===== src/rtl/ram_loader.sv =====
// ram_loader: loads the 16x8 program RAM from a byte stream over the shared bus.
// Requests a CPU halt for the whole session. For each accepted byte it puts
// the address on the bus and pulses MI, then puts the data on the bus and
// pulses RI.
// Optional feature: define RAM_LOADER_VERIFY_EN to read back every word.
// Each readback uses an address phase (MI) and a read phase (RO), and any
// mismatch sets the sticky err flag. Without the macro, RO and err are tied 0.
// Ports:
//   clk, rst            clock, asynchronous active-low reset
//   start, abort        begin a session at address 0 / abandon the session
//   byte_in/valid/ready byte stream handshake (ready only in WAIT_BYTE)
//   bus_in              bus readback (used by the verify build)
//   bus_out, bus_oe     bus drive value and tri-state enable
//   MI, RI, RO          MAR load, RAM write, RAM output strobes
//   halt, busy, done    CPU halt request, session active, completion pulse
//   err                 sticky readback mismatch
// All outputs are registered. They are decoded from the next state, so each
// output lines up with the state the loader is in during that cycle.
module ram_loader #(
  parameter int unsigned ADDR_W = 4,
  parameter int unsigned DEPTH  = 16
) (
  input  logic       clk,
  input  logic       rst,
  input  logic       start,
  input  logic       abort,
  input  logic [7:0] byte_in,
  input  logic       byte_valid,
  output logic       byte_ready,
  input  logic [7:0] bus_in,
  output logic [7:0] bus_out,
  output logic       bus_oe,
  output logic       MI,
  output logic       RI,
  output logic       RO,
  output logic       halt,
  output logic       busy,
  output logic       done,
  output logic       err
);

  localparam int unsigned BUS_W = 8;

  typedef enum logic [2:0] {
    S_IDLE      = 3'd0,
    S_WAIT_BYTE,
    S_SET_ADDR,
    S_WRITE,
`ifdef RAM_LOADER_VERIFY_EN
    S_V_ADDR,
    S_V_READ,
`endif
    S_DONE
  } state_e;

  state_e             state_q, state_d;
  logic [ADDR_W-1:0]  addr_q, addr_d;
  logic [BUS_W-1:0]   data_q, data_d;
  logic               last_word;

  logic               byte_ready_q, byte_ready_d;
  logic [BUS_W-1:0]   bus_out_q, bus_out_d;
  logic               bus_oe_q, bus_oe_d;
  logic               mi_q, mi_d;
  logic               ri_q, ri_d;
  logic               halt_q, halt_d;
  logic               busy_q, busy_d;
  logic               done_q, done_d;
`ifdef RAM_LOADER_VERIFY_EN
  logic               ro_q, ro_d;
  logic               err_q, err_d;
`else
  logic               unused_bus_in;
  assign unused_bus_in = ^bus_in;
`endif

  // State, counters and output flops
  always_ff @(posedge clk or negedge rst) begin
    if (!rst) begin
      state_q      <= S_IDLE;
      addr_q       <= '0;
      data_q       <= '0;
      byte_ready_q <= 1'b0;
      bus_out_q    <= '0;
      bus_oe_q     <= 1'b0;
      mi_q         <= 1'b0;
      ri_q         <= 1'b0;
      halt_q       <= 1'b0;
      busy_q       <= 1'b0;
      done_q       <= 1'b0;
`ifdef RAM_LOADER_VERIFY_EN
      ro_q         <= 1'b0;
      err_q        <= 1'b0;
`endif
    end else begin
      state_q      <= state_d;
      addr_q       <= addr_d;
      data_q       <= data_d;
      byte_ready_q <= byte_ready_d;
      bus_out_q    <= bus_out_d;
      bus_oe_q     <= bus_oe_d;
      mi_q         <= mi_d;
      ri_q         <= ri_d;
      halt_q       <= halt_d;
      busy_q       <= busy_d;
      done_q       <= done_d;
`ifdef RAM_LOADER_VERIFY_EN
      ro_q         <= ro_d;
      err_q        <= err_d;
`endif
    end
  end

  // Next-state, address/data and output decode
  always_comb begin
    state_d      = state_q;
    addr_d       = addr_q;
    data_d       = data_q;
    byte_ready_d = 1'b0;
    bus_out_d    = '0;
    bus_oe_d     = 1'b0;
    mi_d         = 1'b0;
    ri_d         = 1'b0;
    halt_d       = 1'b0;
    busy_d       = 1'b0;
    done_d       = 1'b0;
`ifdef RAM_LOADER_VERIFY_EN
    ro_d         = 1'b0;
    err_d        = err_q;
`endif
    last_word    = (addr_q == ADDR_W'(DEPTH - 1));

    case (state_q)
      S_IDLE: begin
        if (start) begin
          state_d = S_WAIT_BYTE;
          addr_d  = '0;
`ifdef RAM_LOADER_VERIFY_EN
          err_d   = 1'b0;
`endif
        end
      end
      S_WAIT_BYTE: begin
        if (byte_valid) begin
          data_d  = byte_in;
          state_d = S_SET_ADDR;
        end
      end
      S_SET_ADDR: state_d = S_WRITE;
`ifdef RAM_LOADER_VERIFY_EN
      S_WRITE:    state_d = S_V_ADDR;
      S_V_ADDR:   state_d = S_V_READ;
      S_V_READ: begin
        // RAM drives the bus during this cycle; compare at the closing edge
        if (bus_in != data_q) err_d = 1'b1;
        if (last_word) begin
          state_d = S_DONE;
        end else begin
          addr_d  = addr_q + ADDR_W'(1);
          state_d = S_WAIT_BYTE;
        end
      end
`else
      S_WRITE: begin
        if (last_word) begin
          state_d = S_DONE;
        end else begin
          addr_d  = addr_q + ADDR_W'(1);
          state_d = S_WAIT_BYTE;
        end
      end
`endif
      S_DONE:     state_d = S_IDLE;
      default:    state_d = S_IDLE;
    endcase

    // Abort wins over everything in an active session
    if (abort && (state_q != S_IDLE)) state_d = S_IDLE;

    case (state_d)
      S_WAIT_BYTE: begin
        byte_ready_d = 1'b1;
        halt_d       = 1'b1;
        busy_d       = 1'b1;
      end
      S_SET_ADDR: begin
        bus_out_d = BUS_W'(addr_d);
        bus_oe_d  = 1'b1;
        mi_d      = 1'b1;
        halt_d    = 1'b1;
        busy_d    = 1'b1;
      end
      S_WRITE: begin
        bus_out_d = data_d;
        bus_oe_d  = 1'b1;
        ri_d      = 1'b1;
        halt_d    = 1'b1;
        busy_d    = 1'b1;
      end
`ifdef RAM_LOADER_VERIFY_EN
      S_V_ADDR: begin
        bus_out_d = BUS_W'(addr_d);
        bus_oe_d  = 1'b1;
        mi_d      = 1'b1;
        halt_d    = 1'b1;
        busy_d    = 1'b1;
      end
      S_V_READ: begin
        ro_d   = 1'b1;
        halt_d = 1'b1;
        busy_d = 1'b1;
      end
`endif
      S_DONE: begin
        done_d = 1'b1;
        busy_d = 1'b1;
      end
      default: ;
    endcase
  end

  assign byte_ready = byte_ready_q;
  assign bus_out    = bus_out_q;
  assign bus_oe     = bus_oe_q;
  assign MI         = mi_q;
  assign RI         = ri_q;
  assign halt       = halt_q;
  assign busy       = busy_q;
  assign done       = done_q;
`ifdef RAM_LOADER_VERIFY_EN
  assign RO         = ro_q;
  assign err        = err_q;
`else
  assign RO         = 1'b0;
  assign err        = 1'b0;
`endif

endmodule


===== config.mk =====
export PLATFORM = sky130hd
export DESIGN_NAME = ram_loader
export DESIGN_NICKNAME = d
export VERILOG_FILES = /design/src/rtl/ram_loader.sv
export SDC_FILE = /design/constraint.sdc
export NUM_CORES = 1
export LEC_CHECK = 0
export BUFFER_PORTS_ARGS = -buffer_cell sky130_fd_sc_hd__buf_2
export CAP_MARGIN = 30
export CORE_AREA = 2 2 54 56
export DETAILED_ROUTE_END_ITERATION = 7
export DIE_AREA = 0 0 56 58
export PLACE_DENSITY = 0.73
export SLEW_MARGIN = 10
export SYNTH_ARGS = -nofsm -noshare
export SYNTH_HDL_FRONTEND = slang
export SYNTH_SLANG_ARGS = --single-unit

===== constraint.sdc =====
create_clock -name clk -period 2.3 [get_ports clk]
set_clock_uncertainty 0.05 [all_clocks]
set_input_delay 0.345 -clock clk [delete_from_list [all_inputs] [get_ports clk]]
set_output_delay 0.345 -clock clk [all_outputs]
set_load 0.005 [all_outputs]

==> flow_summary.html <==
<table>
<tr><th>Metric</th><th>Value</th></tr>
<tr><th colspan="2">Clock network</th></tr>
<tr><td>Clock tree root buffer cell</td><td>sky130_fd_sc_hd__clkbuf_4</td></tr>
<tr><td>Clock latency reported for the late side of the worst-skew pair</td><td>0.31 ns</td></tr>
<tr><td>CTS Sinks</td><td>30</td></tr>
<tr><td>CTS tree</td><td>done</td></tr>
<tr><td>Number of H-tree levels</td><td>2</td></tr>
<tr><td>Maximum clock path buffer count</td><td>2</td></tr>
<tr><td>Clock-pin transition on the worst setup and hold timing paths</td><td>0.09 ns</td></tr>
<tr><td>Hold buffers post-CTS</td><td>0</td></tr>
<tr><td>Resized cells post-CTS</td><td>0</td></tr>
<tr><td>Cts bufs inserted</td><td>5</td></tr>
<tr><td>Post-CTS setup buffers</td><td>0</td></tr>
<tr><th colspan="2">Outcome</th></tr>
<tr><td>Failing checks</td><td>negative hold slack</td></tr>
<tr><td>Status</td><td>complete, but fails checks</td></tr>
<tr><th colspan="2">Critical path</th></tr>
<tr><td>Slowest cell on crit path</td><td>sky130_fd_sc_hd__dfrtp_1</td></tr>
<tr><td>Largest incremental delay on the critical path</td><td>0.47 ns</td></tr>
<tr><td>Largest fanout of any net on the critical path</td><td>10</td></tr>
<tr><td>Crit path kind</td><td>flop to flop</td></tr>
<tr><td>Endpoint class of the critical path</td><td>flop</td></tr>
<tr><td>Buffer and inverter count on the worst path</td><td>0</td></tr>
<tr><td>Startpoint types</td><td>flop</td></tr>
<tr><td>Cells along the critical path</td><td>nand3b_4 &gt; nor2_2 &gt; mux2_2 &gt; nor2b_1</td></tr>
<tr><td>Kind of cell adding the most delay to the critical path</td><td>simple AND/OR/NAND/NOR gates</td></tr>
<tr><td>Crit path arrival time</td><td>1.94 ns</td></tr>
<tr><td>Req. time, crit path</td><td>2.46 ns</td></tr>
<tr><th colspan="2">Placed design</th></tr>
<tr><td>DP Cell Count</td><td>162</td></tr>
<tr><td>RePlAce Congestion</td><td>0.800</td></tr>
<tr><td>Post-Place Cell Area</td><td>1410 µm²</td></tr>
<tr><td>HPWL after detailed placement</td><td>1620 µm</td></tr>
<tr><td>Number of buffers added on ports</td><td>27</td></tr>
<tr><th colspan="2">Yosys</th></tr>
<tr><td>Mean cell area of the mapped netlist</td><td>11.7 µm²</td></tr>
<tr><td>Synthesized instance count</td><td>107</td></tr>
<tr><td>Number of flip-flops and latches in the synthesized netlist</td><td>30</td></tr>
<tr><td>Synth Warn #</td><td>0</td></tr>
<tr><td>Most numerous cell in the Yosys netlist</td><td>sky130_fd_sc_hd__dfrtp_1</td></tr>
<tr><td>Share of Yosys cell area claimed by the top area cell type</td><td>0.598</td></tr>
<tr><td>Top area cells in the synthesized netlist</td><td>sky130_fd_sc_hd__dfrtp_1, sky130_fd_sc_hd__mux2_2, sky130_fd_sc_hd__mux2i_1</td></tr>
<tr><td>Main synth FF type</td><td>sky130_fd_sc_hd__dfrtp_1</td></tr>
<tr><td>Synth cell types</td><td>34</td></tr>
<tr><td>Mapped Area</td><td>1260 µm²</td></tr>
<tr><td>Commonest cells in the netlist</td><td>sky130_fd_sc_hd__dfrtp_1, sky130_fd_sc_hd__inv_1, sky130_fd_sc_hd__nor2_1</td></tr>
<tr><td>Dominant cell type by area after synthesis</td><td>sky130_fd_sc_hd__dfrtp_1</td></tr>
<tr><td>Share of async-settable or async-resettable flops after synthesis</td><td>1.00</td></tr>
<tr><td>Portion of the post-synthesis area used by sequential elements</td><td>0.598</td></tr>
<tr><td>Number of enable flip-flop cells after synthesis</td><td>0</td></tr>
<tr><th colspan="2">STA</th></tr>
<tr><td>Pins Over Slew Limit</td><td>0</td></tr>
<tr><td>Unrepaired setup endpoints after global routing</td><td>false</td></tr>
<tr><td>Slew HR</td><td>0.576</td></tr>
<tr><td>Setup total negative slack</td><td>0 ns</td></tr>
<tr><td>Final clock period utilization by the worst path</td><td>0.777</td></tr>
<tr><td>Total of endpoints with negative setup slack in the final report</td><td>0</td></tr>
<tr><td>Minimum period implied by the final worst setup slack</td><td>1.79 ns</td></tr>
<tr><td>Worst slack on hold paths</td><td>-0.0104 ns</td></tr>
<tr><td>Number of hold violations in the final report</td><td>16</td></tr>
<tr><td>Measured slew at the worst slew-check pin</td><td>0.635 ns</td></tr>
<tr><td>Maximum clock rate</td><td>0.560 GHz</td></tr>
<tr><th colspan="2">Detailed routing</th></tr>
<tr><td>First-pass iteration count of the detailed router</td><td>4</td></tr>
<tr><td>Vias per Instance</td><td>5.08</td></tr>
<tr><td>Total vias in the final route</td><td>863</td></tr>
<tr><td>Routed wire per std cell</td><td>12.9 µm</td></tr>
<tr><td>Number of design-rule violations left by the first detailed-router iteration</td><td>27</td></tr>
<tr><td>Wire length reported by the detailed router</td><td>2200 µm</td></tr>
<tr><td>Antenna violation net count after detailed routing</td><td>0</td></tr>
<tr><td>Count of unresolved DRC violations after routing</td><td>0</td></tr>
<tr><th colspan="2">Min path</th></tr>
<tr><td>Worst hold-check path type</td><td>primary input to async pin</td></tr>
<tr><th colspan="2">Power and ir drop</th></tr>
<tr><td>Power per cell area</td><td>1040 nW/µm²</td></tr>
<tr><td>Leakage power summed over all cells</td><td>0.773 nW</td></tr>
<tr><td>Power consumption</td><td>0.00153 W</td></tr>
<tr><td>Largest vdd supply drop</td><td>0.638 mV</td></tr>
<tr><th colspan="2">Final layout</th></tr>
<tr><td>Antenna Cells</td><td>0</td></tr>
<tr><td>Cell Count, Final, Fillers Out</td><td>170</td></tr>
<tr><td>Total of fill cells in the finished design</td><td>253</td></tr>
<tr><td>Fraction of final layout cells sized beyond drive strength 1</td><td>0.302</td></tr>
<tr><td>Finished Cell Area</td><td>1470 µm²</td></tr>
<tr><td>Number of nets in the finished design</td><td>160</td></tr>
<tr><td>Area Overhead vs Synth</td><td>16.7%</td></tr>
<tr><th colspan="2">GRT</th></tr>
<tr><td>Via count of the first global-routing pass</td><td>865</td></tr>
<tr><td>Pin count of the biggest net entering global routing</td><td>31</td></tr>
<tr><td>Number of antenna violations at the first check in global routing</td><td>0</td></tr>
<tr><td>Total Routing Usage GR</td><td>0.151</td></tr>
<tr><td>Wire length of the first global-routing pass</td><td>3730 µm</td></tr>
<tr><td>Overall overflow remaining after global route</td><td>0</td></tr>
<tr><th colspan="2">Floorplan</th></tr>
<tr><td>Die Width</td><td>56 µm</td></tr>
<tr><td>Die area</td><td>3250 µm²</td></tr>
<tr><td>Initial core utilization</td><td>0.472</td></tr>
<tr><td>Number of top-level design ports</td><td>38</td></tr>
<tr><td>Std cell rows</td><td>19</td></tr>
<tr><td>Total core area</td><td>2660 µm²</td></tr>
<tr><td>Vertical die dimension</td><td>58 µm</td></tr>
<tr><th colspan="2">Job</th></tr>
<tr><td>Max-cap violations</td><td>0</td></tr>
</table>
-- through the flow --
stage	hold slack [ns]	util	setup slack [ns]
after floorplan	-0.000591	-	0.650
after global placement	0.351	0.528	0.516
after detailed placement	0.358	0.528	0.492
after CTS	0.00836	0.551	0.467
after global routing	0.0375	0.551	0.359
final	-0.0104	0.551	0.513
-- placed cells by master (no fill, tap or decap), types with 2 or more instances in the layout --
cell type	netlist	layout
sky130_fd_sc_hd__o21ai_0	3	3
sky130_fd_sc_hd__clkbuf_4	0	5
sky130_fd_sc_hd__nor3_1	2	2
sky130_fd_sc_hd__dfrtp_1	30	30
sky130_fd_sc_hd__nor2b_1	5	5
sky130_fd_sc_hd__nand2_1	5	5
sky130_fd_sc_hd__nand3_1	4	4
sky130_fd_sc_hd__nand3b_1	2	2
sky130_fd_sc_hd__nor2_1	7	7
sky130_fd_sc_hd__mux2i_1	4	4
sky130_fd_sc_hd__a21boi_0	2	2
sky130_fd_sc_hd__mux2_2	4	4
sky130_fd_sc_hd__o32ai_1	2	2
sky130_fd_sc_hd__conb_1	1	2
sky130_fd_sc_hd__a21oi_1	5	5
sky130_fd_sc_hd__inv_1	7	7
sky130_fd_sc_hd__and3_1	4	4
sky130_fd_sc_hd__buf_2	1	27
sky130_fd_sc_hd__o2bb2ai_1	2	2
-- registers in the layout, indices dropped and copies added (netlist names) --
signal      flops
bus_oe          1
MI              1
byte_ready      1
busy            1
halt            1
bus_out         8
data_q          8
RI              1
state_q         3
done            1
addr_q          4
-- layout make-up --
class	instances	area, µm²	share of cell area
Sequential cell	30	751	0.512
Clock inverter	1	5.00	0.00341
Multi-Input combinational cell	66	448	0.305
Timing Repair Buffer	28	143	0.0973
Tap cell	31	38.8	0.0265
Clock buffer	7	55.1	0.0375
Inverter	7	26.3	0.0179
-- layer usage --
layer,vias up,share of wire,routed length (µm),GRT usage
li1,427,-,-,-
met1,406,0.45,995,0.201
met2,26,0.47,1040,0.229
met3,4,0.059,129,0.0513
met4,0,0.014,31,0.0612
met5,-,0,0,0
-- power breakdown --
group	switching (W)	internal (W)
Combinational	0.000233	0.000219
Sequential	0.0000819	0.000685
Clock	0.000164	0.000148
Total	0.000479	0.00105
-- worst paths after layout --
check                           start    endpoint  slack, ns  cells past startpoint
max reg2reg                state_q[1]  bus_out[4]       0.51                      4
min reg2reg                 data_q[0]   data_q[0]       0.44                      2
min                               rst      bus_oe      -0.01                      1
min in group clk                abort        done       0.17                      2
max in group asynchronous         rst   data_q[3]       1.79                      1
max                        state_q[1]  bus_out[4]       0.51                      4
-- logic make-up after synthesis --
group / synth area share
AO/OA/AOI/OAI: 0.112
adder cells (fa/ha/maj): 0.00996
buffers and inverters: 0.0488
flip-flops: 0.598
multiplexers: 0.0677
other: 0.00299
AND/OR/NAND/NOR: 0.161
Note: power is estimated with default switching activity, not from simulation.
